==> src/rtl/fm_interp_pkg.sv <==
// -----------------------------------------------------------------------------
// fm_interp_pkg
// Shared types and constants for the FM linear-interpolating upsampler.
//
// Contents:
//   state_t        ramp controller states (EMPTY, RAMP, HOLD)
//   N, ACC_W       upsample factor and accumulator width for the default build
//   sample_t       signed audio sample at the default width
//   acc_t          signed accumulator (value x N plus one guard bit)
//   tick_cnt_width helper sizing a 0..div-1 counter
// -----------------------------------------------------------------------------
package fm_interp_pkg;

    localparam int DEF_DATA_WIDTH = 16;
    localparam int DEF_RATIO_LOG2 = 3;
    localparam int DEF_TICK_DIV   = 94;

    localparam int N     = 1 << DEF_RATIO_LOG2;
    localparam int ACC_W = DEF_DATA_WIDTH + DEF_RATIO_LOG2 + 1;

    typedef enum logic [1:0] {
        EMPTY = 2'd0,
        RAMP  = 2'd1,
        HOLD  = 2'd2
    } state_t;

    typedef logic signed [DEF_DATA_WIDTH-1:0] sample_t;
    typedef logic signed [ACC_W-1:0]          acc_t;

    // A divider of 1 still needs a one-bit counter to keep the logic legal.
    function automatic int tick_cnt_width(input int div);
        return (div > 1) ? $clog2(div) : 1;
    endfunction

endpackage

==> src/rtl/fm_tick_gen.sv <==
// -----------------------------------------------------------------------------
// fm_tick_gen
// Free-running 0..TICK_DIV-1 counter that marks the last count with a tick.
// Used to derive sample-rate strobes from the 27 MHz system clock.
//
// Ports:
//   clk_27m  in   system clock
//   reset    in   asynchronous, active-high reset (counter returns to 0)
//   tick     out  high for the one cycle in which the counter is TICK_DIV-1
// -----------------------------------------------------------------------------
module fm_tick_gen
    import fm_interp_pkg::*;
#(
    parameter int TICK_DIV = DEF_TICK_DIV
) (
    input  logic clk_27m,
    input  logic reset,
    output logic tick
);

    localparam int            CW   = tick_cnt_width(TICK_DIV);
    localparam logic [CW-1:0] LAST = CW'(TICK_DIV - 1);

    logic [CW-1:0] count;

    // Wrap on the last count so the period is exactly TICK_DIV cycles.
    always_ff @(posedge clk_27m or posedge reset) begin
        if (reset) begin
            count <= '0;
        end else if (count == LAST) begin
            count <= '0;
        end else begin
            count <= count + CW'(1);
        end
    end

    assign tick = (count == LAST);

endmodule

==> src/rtl/fm_interp.sv <==
// -----------------------------------------------------------------------------
// fm_interp
// Linear-interpolating upsampler. Each accepted input sample starts a ramp
// from the current output to the new sample, taken in 2^RATIO_LOG2 equal
// steps, one step per output tick (every TICK_DIV clocks).
//
// The accumulator holds value x N, so adding the raw difference N times lands
// exactly on target x N and the ramp endpoint carries no rounding error.
//
// Build option:
//   FM_INTERP_ROUND_EN  defined   -> outputs rounded half up
//                       undefined -> outputs truncated (arithmetic floor)
//
// Ports:
//   clk_27m     in   system clock
//   reset       in   asynchronous, active-high reset
//   data_in     in   signed input sample, taken when data_valid = 1
//   data_valid  in   one-cycle strobe marking a new input sample
//   data_out    out  signed interpolated sample, registered
//   out_strobe  out  one-cycle pulse per output sample period
//   underrun    out  one-cycle pulse when a tick finds the ramp already done
// -----------------------------------------------------------------------------
module fm_interp
    import fm_interp_pkg::*;
#(
    parameter int DATA_WIDTH = DEF_DATA_WIDTH,
    parameter int RATIO_LOG2 = DEF_RATIO_LOG2,
    parameter int TICK_DIV   = DEF_TICK_DIV
) (
    input  logic                         clk_27m,
    input  logic                         reset,
    input  logic signed [DATA_WIDTH-1:0] data_in,
    input  logic                         data_valid,
    output logic signed [DATA_WIDTH-1:0] data_out,
    output logic                         out_strobe,
    output logic                         underrun
);

    localparam int                    AW         = DATA_WIDTH + RATIO_LOG2 + 1;
    localparam logic [RATIO_LOG2-1:0] PHASE_LAST = '1;

    state_t                       state;
    state_t                       state_next;
    logic [RATIO_LOG2-1:0]        phase;
    logic [RATIO_LOG2-1:0]        phase_next;
    logic                         do_load;
    logic                         do_step;
    logic                         underrun_next;
    logic                         tick;

    logic signed [AW-1:0]         acc;
    logic signed [AW-1:0]         acc_next;
    logic signed [AW-1:0]         acc_load;
    logic signed [DATA_WIDTH:0]   delta;
    logic signed [DATA_WIDTH:0]   delta_load;
    logic signed [DATA_WIDTH-1:0] step_out;

    fm_tick_gen #(
        .TICK_DIV (TICK_DIV)
    ) u_tick_gen (
        .clk_27m (clk_27m),
        .reset   (reset),
        .tick    (tick)
    );

    // A load restarts from whatever is on the output right now, so a ramp
    // interrupted mid-way continues without a step.
    assign acc_load   = {data_out[DATA_WIDTH-1], data_out, {RATIO_LOG2{1'b0}}};
    assign delta_load = (DATA_WIDTH+1)'(data_in) - (DATA_WIDTH+1)'(data_out);
    assign acc_next   = acc + AW'(delta);

`ifdef FM_INTERP_ROUND_EN
    localparam logic signed [AW-1:0] HALF = AW'(1 << (RATIO_LOG2 - 1));
    assign step_out = DATA_WIDTH'((acc_next + HALF) >>> RATIO_LOG2);
`else
    assign step_out = DATA_WIDTH'(acc_next >>> RATIO_LOG2);
`endif

    // State register.
    always_ff @(posedge clk_27m or posedge reset) begin
        if (reset) begin
            state <= EMPTY;
        end else begin
            state <= state_next;
        end
    end

    // Next-state and control decode. A new sample always wins over a tick in
    // the same cycle; that tick then produces a strobe with no output change.
    always_comb begin
        state_next    = state;
        phase_next    = phase;
        do_load       = 1'b0;
        do_step       = 1'b0;
        underrun_next = 1'b0;

        if (data_valid) begin
            state_next = RAMP;
            phase_next = '0;
            do_load    = 1'b1;
        end else if (tick) begin
            case (state)
                RAMP: begin
                    do_step = 1'b1;
                    if (phase == PHASE_LAST) begin
                        state_next = HOLD;
                        phase_next = '0;
                    end else begin
                        phase_next = phase + RATIO_LOG2'(1);
                    end
                end
                HOLD: begin
                    underrun_next = 1'b1;
                end
                default: begin
                end
            endcase
        end
    end

    // Datapath: strobes follow the tick by one cycle, aligned with data_out.
    always_ff @(posedge clk_27m or posedge reset) begin
        if (reset) begin
            phase      <= '0;
            acc        <= '0;
            delta      <= '0;
            data_out   <= '0;
            out_strobe <= 1'b0;
            underrun   <= 1'b0;
        end else begin
            phase      <= phase_next;
            out_strobe <= tick;
            underrun   <= underrun_next;
            if (do_load) begin
                acc   <= acc_load;
                delta <= delta_load;
            end else if (do_step) begin
                acc      <= acc_next;
                data_out <= step_out;
            end
        end
    end

endmodule

==> config.mk <==
export PLATFORM = sky130hd
export DESIGN_NAME = fm_interp
export DESIGN_NICKNAME = d
export VERILOG_FILES = /design/src/rtl/fm_interp_pkg.sv /design/src/rtl/fm_tick_gen.sv /design/src/rtl/fm_interp.sv
export SDC_FILE = /design/constraint.sdc
export NUM_CORES = 1
export LEC_CHECK = 0
export CAP_MARGIN = 30
export CORE_MARGIN = 10
export CORE_UTILIZATION = 50
export DETAILED_ROUTE_END_ITERATION = 8
export PLACE_DENSITY = 0.7
export SYNTH_ARGS = -nofsm -noshare
export SYNTH_HDL_FRONTEND = slang
export SYNTH_HIERARCHICAL = 1
export SYNTH_SLANG_ARGS = --single-unit
==> constraint.sdc <==
create_clock -name clk_27m -period 2.6 [get_ports clk_27m]
set_input_delay 0.26 -clock clk_27m [delete_from_list [all_inputs] [get_ports clk_27m]]
set_output_delay 0.26 -clock clk_27m [all_outputs]
set_load 0.005 [all_outputs]
======== Yosys cells after proc, flatten, opt, wreduce, memory -nomap -nowiden ========
Cells that the tools add are included.
word-level totals
  register bits ........................... 67
  input port bits ......................... 19
  output and inout bits ................... 18
  logic and storage cells ................. 42
operators by class
  add/sub/neg operators ................... 4
  equality and inequality tests ........... 4
  mux-type cells .......................... 18
  bitwise gates (word level) .............. 1
  reduce and logical (&&, ||, !) cells .... 7
operators by type and width
  operator             number
  $mux 20              2
  $add 20x17->20       1
  $sub 16x16->17       1
  $mux 3               4
  $mux 2               4
  $reduce_bool 2->1    4
  $add 7x1->7 const B  1
  $eq 7x7->1 const B   1
  $mux 1               7
  $mux 7               1
  $reduce_and 2->1     2
  $add 3x1->3 const B  1
  $eq 3x3->1 const B   1
  $reduce_and 3->1     1
  $eq 2x1->1 const B   1
  $eq 2x2->1 const B   1
  $not 1->1            1

======== Logic depth before layout (Yosys ltp) ========
  word-level depth ........................ 6
  depth in mapped cells ................... 10

======== Modules after synthesis ========
Netlist, hierarchy kept.
modules (own cells, without submodules)
  module       times used  cells an instance  area an instance (sq um)  seq. area each (sq um)
  fm_interp    1           454                4,070.2                   1,476.4
  fm_tick_gen  1           33                 345.3                     175.2

======== Worst setup path before layout ========
Ideal clock, no wire load.
  path kind ............................... register -> register
  start point ............................. register acc[0]
  end point ............................... register acc[14]
  data arrival time ....................... 2.218 ns
  setup slack ............................. 0.239 ns
  stages on the path, launching flop included .. 10
  clock period less this slack ............ 2.361 ns
  cell sequence ........................... dfrtp_1 -> ha_1 -> fa_1 -> a21o_1 -> a221oi_2 -> o211a_1 -> o21a_4 -> o21ai_0 -> xnor2_1 -> o221ai_1
between the ends
  cells in the longest elaborated chain, start to end .. 3
ends and longest elaborated chain
  item                      line              text
  start: declaration        fm_interp.sv:51   logic signed [AW-1:0] acc;
  start signal: assignment  fm_interp.sv:135  acc <= acc_load;
  start signal: assignment  fm_interp.sv:138  acc <= acc_next;
  $add 20x17->20            fm_interp.sv:70   assign acc_next = acc + AW'(delta);
  $mux 20                   fm_interp.sv:137  end else if (do_step) begin
  $mux 20                   fm_interp.sv:134  if (do_load) begin
No other way between the ends. The select of a mux whose other input is x is not followed.
A chain may end at the register's enable or synchronous reset.

======== Final worst setup path ========
Same ends and word-level chain as after synthesis.

==> results.md <==
GRT:
- The overall routing resource usage is 0.168.
- The met2 usage is 0.277.
- The first-pass GRT wire length is around 18000 um.
- The global routing met1 resource utilization is 0.213.
- The global-route congestion overflow total is 0.
- The largest net degree at the start of global routing is 56.
- After global routing, the most crowded layer is met2.
- The number of global-route vias before repair came to ~3800.
- In the global route stage, met3 resource usage came out at 0.0331.
- The number of antenna violations at the first check in global routing is 0.

Clocking:
- The clock tree root buffer cell is sky130_fd_sc_hd__clkbuf_8.
- The clock insertion delay at the later pin of the skew report is roughly 0.34 ns.
- The count of hold-fix buffers inserted at cts is 0.
- The CTS tree is done.
- The buffer levels on the longest clock path is 2.
- For this design, the sink count on the clock tree is 66.
- The H-tree generated during clock tree synthesis spans 3 levels.
- TritonCTS created 9 clock buffers.
- The clock-pin slew on the worst setup and hold paths is around 0.07 ns.

Timing:
- Static timing analysis puts the maximum clock frequency at 0.407 GHz.
- The portion of the clock cycle consumed by the worst path in the final layout is 0.945.
- The time the worst path needs with I/O delays and setup is ~2.5 ns.
- The hold violation count in the final report is 0.
- The worst slew margin relative to its limit is 0.545.
- The final total negative setup slack is 0 ns.
- The total of endpoints with negative setup slack in the final report is 0.
- For the pin with the worst max-slew slack, the measured transition is 0.682 ns.
- The number of max-slew violations in the final report was 0.
- Clock skew on the completed layout was measured at roughly 0.01 ns.

Floorplan:
- The height of the die is between 100 and 150 um.
- For this configuration, the core starts out at a cell density of 0.509.
- The count of boundary I/O pins is 37.
- The die is approximately 110 um wide.
- The total die area is roughly 13000 um2.
- The placeable core region is 8680 um2.
- The number of standard-cell rows in the floorplan is 34.

Place:
- The global placer's final weighted congestion is ~0.91.
- The wire-length estimate of the detail-placed layout is 8080 um.
- In this run the cell area measured after placement is about 5000 um2.
- Once placement completed, the tool counted placed cells totaling about 640.
- The count of input and output buffers is 36.

Setup path:
- STA classifies the critical path endpoint as a flop.
- Data on the critical path is required at its endpoint by ~2.8 ns.
- The data arrival time at the worst-slack endpoint is around 2.7 ns.
- The slack of the worst reg-to-reg path is approximately 0.14 ns.
- STA classifies the critical path startpoint as a flop.
- The kind of critical path is reg2reg.
- Of all nets on the critical path, the largest fanout is 5.

Detailed routing:
- After detailed routing, the average wire length per cell comes to approximately 16 um.
- After detailed routing, the number of vias per cell comes to roughly 5.7.
- In this run, the number of DRC markers left after iteration 0 of detailed routing was between 300 and 400.
- The antenna violation net count after detailed routing is 0.
- The via count is between 3000 and 4000.
- The final wirelength is 10700 um.
- The DRC violations left is 0.
- The count of TritonRoute iterations in the first routing pass is 5.

Power and ir drop:
- The post-route total power is ~2900 uW.
- The maximum resistive drop on vdd is 0.260 mV.
- For this design the ratio of total power to cell area is 541 nW/um2.
- Summed over all cells, the static leakage comes to around 0.0023 uW.

Synth:
- The area of the mapped netlist is between 4000 and 5000 um2.
- The number of nets produced by synthesis is about 550.
- Of the total synthesized cell area, the portion taken by XOR and XNOR cells is 0.0575.
- The leading register cell type out of synthesis is sky130_fd_sc_hd__dfrtp_1.
- For this run, the register share of the synthesized area comes to 0.374.
- In the synthesized netlist, the number of instances is ~490.
- The Yosys step of the flow raised 6 warnings.
- The average cell area after synthesis is ~9.1 um2.
- The fraction of the mapped netlist area in compound gates came to 0.223.
- The count of flip-flops with a built-in enable after synthesis is 0.
- The basic-gate share of the synthesized area counting and, or, nand and nor cells is 0.154.
- After synthesis, the netlist uses just under 60 different library cells.
- The register bit count reported by yosys is between 60 and 70.
- Of the total synthesized cell area, the portion taken by full adders, half adders and majority gates is 0.117.
- By area, the combinational part of the netlist is dominated by compound AO/OA/AOI/OAI gates.
- The share of async-settable or async-resettable flops after synthesis is 1.00.
- Measured against the total synthesized area, the mux share comes to 0.0371.

Final layout:
- The utilization of the core after routing is 0.608.
- The proportion of layout cells with a drive suffix above 1 is 0.126.
- The repair_antennas step left the layout with diodes totalling 0.
- In the layout the commonest cells are sky130_fd_sc_hd__dfrtp_1 (66), sky130_fd_sc_hd__nand2_1 (53), sky130_fd_sc_hd__o21ai_0 (40), sky130_fd_sc_hd__nor2_1 (40), sky130_fd_sc_hd__a21oi_1 (38).
- The total of fill cells in the finished design is around 770.
- The number of non-filler instances in the completed layout is 656.
- The net total in the final layout is roughly 600.
- The area growth from synthesis to layout is 19.6%.
- The leading cell type in the layout, fill and taps excluded is sky130_fd_sc_hd__dfrtp_1.
- The final cell area excluding filler cells is about 5300 um2.

Run:
- Max-cap violations in this run came to 0.

Worst hold path:
- The worst hold path belongs to the class in2async.

Run status:
- The flow ran to the end, and the final reports show no timing, DRC or antenna violations.
[per-layer routing]
layer	part of all wire	vias to the layer above
met2	0.48	97
met1	0.45	1788
li1	-	1852
met3	0.051	14
met4	0.018	0
met5	0	-
[worst paths after layout]
kind / startpoint / endpoint / depth (start not counted)
setup / recovery: acc[0]$_DFFE_PP0P_ / acc[14]$_DFFE_PP0P_ / 9
hold / removal: reset / u_tick_gen/count[4]$_DFF_PP0_ / 2
setup reg to reg: acc[0]$_DFFE_PP0P_ / acc[14]$_DFFE_PP0P_ / 9
hold reg to reg: delta[14]$_DFFE_PP0P_ / delta[14]$_DFFE_PP0P_ / 2
max in group asynchronous: reset / phase[0]$_DFFE_PP0P_ / 3
min in group clk_27m: data_valid / state[0]$_DFFE_PP0P_ / 3
[kinds of logic (layout without fill, tap and decap cells)]
logic type | count (synthesis) | in the layout
mux | 15 | 15
buf+inv | 44 | 105
fa+ha+maj | 40 | 40
flops | 66 | 66
simple gates | 144 | 144
xor+xnor | 29 | 29
compound gates | 149 | 149
[worst max-delay path, stage by stage, from the launching register on]
cell	delay [ns]
sky130_fd_sc_hd__dfrtp_1	0.39
sky130_fd_sc_hd__ha_2	0.20
sky130_fd_sc_hd__fa_2	0.34
sky130_fd_sc_hd__a21o_1	0.19
sky130_fd_sc_hd__a221oi_2	0.29
sky130_fd_sc_hd__o211a_1	0.24
sky130_fd_sc_hd__o21a_4	0.18
sky130_fd_sc_hd__o21ai_1	0.10
sky130_fd_sc_hd__xnor2_1	0.23
sky130_fd_sc_hd__o221ai_1	0.14
[report_power, final]
group          internal, uW  switching (uW)
registers              1090            47.2
clock network           496             386
logic                   372             461
total                  1960             894
[sequential cells by signal, summed over array words and instances (netlist names)]
signal,count
phase,3
out_strobe,1
u_tick_gen/count,7
acc,19
delta,17
underrun,1
state,2
data_out,16
[metrics by stage]
| step | worst slack [ns] | hold slack [ns] |
|---|---|---|
| after global routing | -0.0109 | 0.232 |
| after CTS | 0.0186 | 0.193 |
| after global placement | -0.275 | 0.467 |
| after floorplan | 0.239 | 0.0634 |
| final | 0.142 | 0.195 |
| after detailed placement | -0.305 | 0.476 |
[cell usage after synthesis, types with 3 or more instances]
cell,instances,area (um2)
sky130_fd_sc_hd__a211oi_1,9,67.6
sky130_fd_sc_hd__a21boi_0,3,22.5
sky130_fd_sc_hd__a21o_1,12,90.1
sky130_fd_sc_hd__a21oi_1,38,190
sky130_fd_sc_hd__and3_1,4,25.0
sky130_fd_sc_hd__clkbuf_1,15,56.3
sky130_fd_sc_hd__dfrtp_1,66,1650
sky130_fd_sc_hd__ha_1,38,475
sky130_fd_sc_hd__inv_1,26,97.6
sky130_fd_sc_hd__mux2_2,10,113
sky130_fd_sc_hd__mux2i_1,4,40.0
sky130_fd_sc_hd__nand2_1,53,199
sky130_fd_sc_hd__nand2b_1,7,43.8
sky130_fd_sc_hd__nand3_1,11,55.1
sky130_fd_sc_hd__nand3b_1,4,30.0
sky130_fd_sc_hd__nand4_1,6,37.5
sky130_fd_sc_hd__nor2_1,40,150
sky130_fd_sc_hd__nor2b_1,5,31.3
sky130_fd_sc_hd__nor3_1,6,30.0
sky130_fd_sc_hd__o2111ai_1,3,26.3
sky130_fd_sc_hd__o211ai_1,7,52.6
sky130_fd_sc_hd__o21a_1,5,37.5
sky130_fd_sc_hd__o21ai_0,43,215
sky130_fd_sc_hd__o221ai_1,3,26.3
sky130_fd_sc_hd__xnor2_1,21,184
sky130_fd_sc_hd__xor2_1,8,70.1
[repair_timing]
item	4_1_cts	5_1_grt
endpoints found under the hold margin	0	0
setup buffers	0	1
setup endpoints to repair	0	10
gates resized for setup	0	10
[cell type report]
class	count	area (um2)	area share
well taps	108	135	0.0256
repair buffers	63	571	0.108
inverters	26	97.6	0.0185
multi-input cells	377	2630	0.498
clock inverters	2	35.0	0.00664
flip-flops and latches	66	1650	0.313
clock buffers	14	163	0.0308
(Power assumes the default switching activity.)
